$ cat src/rtl/testbus_led_monitor.sv
// Test bus change monitor: event pulse, saturating count, stretched LED.
// Heartbeat blink in idle built only with TESTBUS_MON_HEARTBEAT_EN.
module testbus_led_monitor #(
  parameter int STRETCH_CYCLES = 20000000,
  parameter int HEARTBEAT_DIV  = 100000000,
  parameter int CNT_W          = 16
) (
  input  logic             i_CLK,
  input  logic             i_RESET,
  input  logic [7:0]       iv_TEST,
  input  logic [7:0]       iv_MASK,
  input  logic             i_CLR,
  output logic             o_EVENT,
  output logic [7:0]       ov_LAST_CHANGE,
  output logic [CNT_W-1:0] ov_EVENT_CNT,
  output logic             o_LED
);

  localparam int MAXP =
    (STRETCH_CYCLES > HEARTBEAT_DIV) ? STRETCH_CYCLES
                                     : HEARTBEAT_DIV;
  localparam int TW = (MAXP > 1) ? $clog2(MAXP) : 1;

  localparam logic [TW-1:0] STR_LD = TW'(STRETCH_CYCLES - 1);
  localparam logic [TW-1:0] GAP_LD = TW'(STRETCH_CYCLES / 4 - 1);
  localparam logic [TW-1:0] T_ZERO = '0;
  localparam logic [TW-1:0] T_ONE  = TW'(1);

  localparam logic [CNT_W-1:0] CNT_MAX = '1;
  localparam logic [CNT_W-1:0] CNT_ONE = CNT_W'(1);

  typedef enum logic [1:0] {
    S_HEART,
    S_STRETCH,
    S_GAP
  } state_t;

  state_t      state;
  state_t      state_nxt;
  logic [TW-1:0] timer;
  logic [TW-1:0] timer_nxt;
  logic [7:0]  r_prev;
  logic        r_primed;
  logic [7:0]  diff;
  logic        ev;
  logic        hb_led;
  logic        led_nxt;

  assign diff = (iv_TEST ^ r_prev) & iv_MASK;
  assign ev   = r_primed && (diff != 8'h00);

  always_ff @(posedge i_CLK or posedge i_RESET) begin
    if (i_RESET) begin
      r_prev         <= 8'h00;
      r_primed       <= 1'b0;
      o_EVENT        <= 1'b0;
      ov_LAST_CHANGE <= 8'h00;
      ov_EVENT_CNT   <= '0;
    end else begin
      r_prev   <= iv_TEST;
      r_primed <= 1'b1;
      o_EVENT  <= ev;
      if (ev) begin
        ov_LAST_CHANGE <= diff;
      end
      // clear takes priority over a coincident event
      if (i_CLR) begin
        ov_EVENT_CNT <= '0;
      end else if (ev && ov_EVENT_CNT != CNT_MAX) begin
        ov_EVENT_CNT <= ov_EVENT_CNT + CNT_ONE;
      end
    end
  end

`ifdef TESTBUS_MON_HEARTBEAT_EN
  localparam logic [TW-1:0] HB_TC = TW'(HEARTBEAT_DIV - 1);

  logic [TW-1:0] hb_cnt;
  logic [TW-1:0] hb_cnt_nxt;
  logic          hb_tgl;
  logic          hb_tgl_nxt;

  always_comb begin
    hb_cnt_nxt = T_ZERO;
    hb_tgl_nxt = 1'b0;
    // counting only while staying in S_HEART; entry restarts at 0
    if (state == S_HEART && state_nxt == S_HEART) begin
      if (hb_cnt == HB_TC) begin
        hb_cnt_nxt = T_ZERO;
        hb_tgl_nxt = ~hb_tgl;
      end else begin
        hb_cnt_nxt = hb_cnt + T_ONE;
        hb_tgl_nxt = hb_tgl;
      end
    end
  end

  always_ff @(posedge i_CLK or posedge i_RESET) begin
    if (i_RESET) begin
      hb_cnt <= T_ZERO;
      hb_tgl <= 1'b0;
    end else begin
      hb_cnt <= hb_cnt_nxt;
      hb_tgl <= hb_tgl_nxt;
    end
  end

  assign hb_led = hb_tgl;
`else
  assign hb_led = 1'b0;
`endif

  always_comb begin
    state_nxt = state;
    timer_nxt = timer;
    led_nxt   = 1'b0;
    unique case (state)
      S_HEART: begin
        led_nxt = hb_led;
        if (ev) begin
          state_nxt = S_STRETCH;
          timer_nxt = STR_LD;
        end
      end
      S_STRETCH: begin
        led_nxt = 1'b1;
        if (ev) begin
          timer_nxt = STR_LD;
        end else if (timer == T_ZERO) begin
          state_nxt = S_GAP;
          timer_nxt = GAP_LD;
        end else begin
          timer_nxt = timer - T_ONE;
        end
      end
      S_GAP: begin
        led_nxt = 1'b0;
        if (ev) begin
          state_nxt = S_STRETCH;
          timer_nxt = STR_LD;
        end else if (timer == T_ZERO) begin
          state_nxt = S_HEART;
          timer_nxt = T_ZERO;
        end else begin
          timer_nxt = timer - T_ONE;
        end
      end
      default: begin
        state_nxt = S_HEART;
        timer_nxt = T_ZERO;
      end
    endcase
  end

  always_ff @(posedge i_CLK or posedge i_RESET) begin
    if (i_RESET) begin
      state <= S_HEART;
      timer <= T_ZERO;
      o_LED <= 1'b0;
    end else begin
      state <= state_nxt;
      timer <= timer_nxt;
      o_LED <= led_nxt;
    end
  end

endmodule

$ cat config.mk
export PLATFORM = sky130hd
export DESIGN_NAME = testbus_led_monitor
export DESIGN_NICKNAME = d
export VERILOG_FILES = /design/src/rtl/testbus_led_monitor.sv
export SDC_FILE = /design/constraint.sdc
export NUM_CORES = 1
export LEC_CHECK = 0
export ABC_CLOCK_PERIOD_IN_PS = 2550
export CELL_PAD_IN_SITES_DETAIL_PLACEMENT = 1
export CELL_PAD_IN_SITES_GLOBAL_PLACEMENT = 2
export CORE_MARGIN = 8
export CORE_UTILIZATION = 34
export DETAILED_ROUTE_END_ITERATION = 8
export GPL_ROUTABILITY_DRIVEN = 1
export GPL_TIMING_DRIVEN = 0
export MAX_ROUTING_LAYER = met4
export PLACE_DENSITY = 0.83
export SYNTH_ARGS = -nofsm -noshare
export SYNTH_HDL_FRONTEND = slang
export SYNTH_SLANG_ARGS = --single-unit
$ cat constraint.sdc
create_clock -name i_CLK -period 2.55 [get_ports i_CLK]
set_input_delay 0.51 -clock i_CLK [delete_from_list [all_inputs] [get_ports i_CLK]]
set_output_delay 0.51 -clock i_CLK [all_outputs]
set_load 0.01 [all_outputs]
### After elaboration in Yosys (flattened, before gate mapping)

Index checks and enable logic that the tools add are counted.
W data, S select, Z words.

* register bits after elaboration: 64
* bits of input ports: 19
* output and inout bits: 26

* $add $sub $neg: 2
* equal/unequal tests: 7
* muxes and demuxes: 15
* bitwise operators: 2
* reduce and logical (&&, ||, !) cells: 7

Operator list (number)
* $mux W27: 5
* $pmux W27 S3: 1
* $mux W16: 2
* $logic_not A27 Y1: 1
* $sub A27 B1 Y27 const B: 1
* $add A16 B1 Y16 const B: 1
* $ne A16 B16 Y1 const B: 1
* $mux W2: 5
* $and A8 B8 Y8: 1
* $reduce_bool A8 Y1: 1
* $xor A8 B8 Y8: 1
* $ne A2 B2 Y1 const B: 3
* $pmux W2 S3: 1
* $reduce_and A4 Y1: 1
* $ne A3 B3 Y1 const B: 1
* $eq A2 B1 Y1 const B: 1
* $eq A2 B2 Y1 const B: 1
* $logic_and A1 B1 Y1: 2
* $logic_not A2 Y1: 1
* $reduce_bool A2 Y1: 1
* $mux W1: 1

### Logic depth before layout (Yosys ltp)

* word-level depth: 7
* depth in mapped cells: 9
* gate-level depth less buffers: 8

### Worst setup path after synthesis

Ideal clock, no wire load.

* path kind: input-to-reg
* start: in iv_TEST[5]
* end: reg timer[10]
* setup time: 0.148 ns
* arrival: 1.960 ns
* slack: 0.442 ns
* cell stages on the path: 7
* buffers on the path: 1
* cells stage by stage: xor2_1 -> a22o_1 -> o41ai_4 -> inv_2 -> buf_2 -> nand2b_1 -> o311ai_0

* cells in the longest elaborated chain, start to end: 6
* elaborated cells between the ends (all ways): 8

Ends and longest elaborated chain
* from (decl): RTL line 10 `input logic [7:0] iv_TEST,`
* $xor A8 B8 Y8 *: RTL line 49 `assign diff = (iv_TEST ^ r_prev) & iv_MASK;`
* $and A8 B8 Y8 *: RTL line 49
* $reduce_bool A8 Y1 *: RTL line 50 `assign ev = r_primed && (diff != 8'h00);`
* $logic_and A1 B1 Y1 *: RTL line 50
* $mux W27, on equally long branches: RTL line 138, 127
* $pmux W27 S3: RTL line 117 `unique case (state)`
* to (signal assigned): RTL line 162 `timer <= timer_nxt;`
* to (decl): RTL line 40 `logic [TW-1:0] timer;`

Every way passes the cells marked *; elsewhere a longest branch is shown, timed or not.
A chain may end at the register's enable or synchronous reset.

### Final worst setup path

Ends and elaborated chain as after synthesis.

==> qor.csv <==
metric,value,unit
p_int,1700,uW
min_path_type,flip-flop to flip-flop,
slew_violations,0,
cp.arrival,2650,ps
clkPwrFrac,41.5,%
track_usage,15.7,%
seqPwrFrac,47.7,%
cpPeakStageDelay,440,ps
cts-htree-levels,3,
grt_pass1_wl,16.2,mm
setup_viol,0,
rrSetupSlack,140,ps
drt-initial-drc-count,135,
hold_depth,2,
switching_share,24.7,%
tns,0,ps
clockBufferDepth,2,
synth_cells,365,
cts_inserted_buffers,9,
clock-root-buffer,clkbuf_8,
area_growth,25.0,%
nets,443,
hold_path_end,ov_LAST_CHANGE[3],
antenna_found_initial,0,
initial_utilization,35.1,%
grt_pass1_vias,3248,
grt_max_degree,65,
rows,36,
synth_edf_count,0,
slowest_stage,o41ai_4,
synthFlopType,dfrtp_1,
insertion_delay,340,ps
drv_cap,0,
syn_area_per_cell,9.39,um^2
postLayoutCellArea,0.00428,mm^2
syn_area,0.00343,mm^2
grt.met3_usage,2.33,%
hp-start,ov_LAST_CHANGE[3],
dr_total_vias,2999,
fmax,0.412,GHz
met2_usage,25.0,%
end_kind,flip-flop,
yosys-top-cells-area,"dfrtp_1 (47%), xor2_1 (4.9%), nor2_1 (3.7%), a21oi_1 (3.5%), nand2_1 (3.4%)",
core,0.00977,mm^2
yosysMostFrequentCell,dfrtp_1,
period_share,95.3,%
regArea,0.00160,mm^2
p_leak,0.00173,uW
finalClockSkew,8.51,ps
clock-sinks,64,
placed_area,0.00403,mm^2
ant_nets,0,
fp.dieW,116,um
switchingPower,559,uW
synthArstFlopShare,100,%
ys.warnings.count,0,
ys_seq_elements,64,
routed_wl,9.78,mm
yosys-top-cells-count,"dfrtp_1 (64), nor2_1 (34), nand2_1 (31)",
cts_tree,done,
gp_congestion,0.767,
start_kind,input port,
cts.clk_slew.worst_paths,70,ps
dieHeight,116,um
ctsHoldBuffers,0,
rsz0062_at_grt,yes,
multiInputGateArea,0.00174,mm^2
io_buffers,43,
grt_overflow,0,
dr.pass1.iters,6,
worst-endpoint-required,2770,ps
reg2reg_from,timer[12],
wl_per_cell,17.5,um
met1_usage,19.9,%
max_slew.worst_pin.slew,838,ps
synth_fp_nets,386,
yosys.area.top_type,dfrtp_1,
boundaryPins,45,
die-area,0.0136,mm^2
fin_crit,2430,ps
synth.distinct_cells,58,
power_frac_comb,10.8,%
p_per_area,528,mW/mm^2
seq_area_frac_synth,46.7,%
slew_headroom,44.1,%
worst-setup-path-type,input port to flip-flop,
detail_route.vias_per_cell,5.36,
rr_worst_depth,7,
status,completed,
dp_hpwl,6.80,mm
num_antenna_cells,0,
cp_cell_sequence,clkdlybuf4s50_1 -> xor2_1 -> a22o_1 -> o41ai_4 -> inv_2 -> nor2_1 -> clkbuf_4 -> o21ai_1 -> o311ai_0,
drive_gt1_share,10.1,%
drcViolationCount,0,
hold_viol,0,
synth_top_area_share,46.7,%
worstReg2RegEnd,timer[23],
ir_drop,293,uV
top_usage_layer,met2,
fillers,1148,
cp_max_fo,10,
[sequential cells by signal, indices dropped and copies added, names as in the netlist]
name            cells
r_prev              8
ov_LAST_CHANGE      8
o_LED               1
r_primed            1
ov_EVENT_CNT       16
timer              27
o_EVENT             1
state               2
[kinds of logic after synthesis]
family | synth area share (%)
muxes | 0.292
adders and majority gates | 1.90
and+or+nand+nor | 27.4
xor gates and xnor gates | 5.88
DFF | 46.7
other | 0.109
buffers and inverters | 3.36
AOI/OAI and AO/OA | 14.3
[worst max-delay path: cells and delay by family]
family                    cells  cell delay (ps)
and+or+nand+nor               1              220
AOI/OAI and AO/OA             4              880
xor gates and xnor gates      1              160
buffers and inverters         3              860
[how the worst max path moves through the flow]
stage                     end  cells past startpoint  startpoint  slack (ps)
finish              timer[10]                      9  iv_TEST[5]         120
global route        timer[10]                      9  iv_TEST[5]         -10
CTS                 timer[23]                      8    timer[0]          20
detailed placement  timer[10]                      8  iv_TEST[1]        -610
global placement     timer[9]                      2     i_RESET        -860
floorplan             o_EVENT                      1     i_RESET         440
[power by group through the flow]
stage	Combinational, uW	Clock, uW	Sequential (uW)
after floorplan	117	0	1100
after global placement	236	0	1100
after detailed placement	244	0	1100
after CTS	247	967	1080
after global routing	275	1020	1080
final	244	938	1080
[final cells by class]
cell class,instances,share of cell area (%)
Multi-Input combinational cell,274,40.5
Sequential cell,64,37.4
Timing Repair Buffer,47,10.7
Tap cell,133,3.88
Clock buffer,11,3.07
Buffer,17,1.93
Clock inverter,4,1.64
Inverter,9,0.847
[through the flow]
step | total power (uW) | worst slack (ps) | util, % | hold WS [ps] | cells
3_3_place_gp | 1340 | -863 | 41.2 | 460 | 541
2_1_floorplan | 1220 | 442 | - | 445 | 365
4_1_cts | 2290 | 18.5 | 43.4 | 487 | 557
6_report | 2260 | 121 | 43.8 | 479 | 559
3_5_place_dp | 1340 | -607 | 41.2 | 470 | 541
5_1_grt | 2380 | -12.5 | 43.8 | 509 | 559
[cell usage in the layout, fill, tap and decap left out, types with 6 or more instances in the layout]
master / instances
a21oi_1: 23
and3_1: 8
clkbuf_1: 12
clkbuf_8: 9
clkdlybuf4s50_1: 43
dfrtp_1: 64
inv_1: 7
nand2_1: 31
nand3_1: 23
nand4_1: 9
nor2_1: 34
nor3_1: 14
nor4_1: 6
o21ai_0: 15
xor2_1: 19
[metal layers]
metal / vias up / part of all wire, %
li1: 1429 / -
met1: 1516 / 49
met2: 47 / 48
met3: 7 / 1.9
met4: 0 / 0.79
met5: - / 0
[repair_timing]
action                     4_1_cts  5_1_grt
buffers inserted                 1        3
setup endpoints to repair       24       28
gates resized for setup          2        6
pin swaps                        1        2
Note: power is estimated with default switching activity, not from simulation.
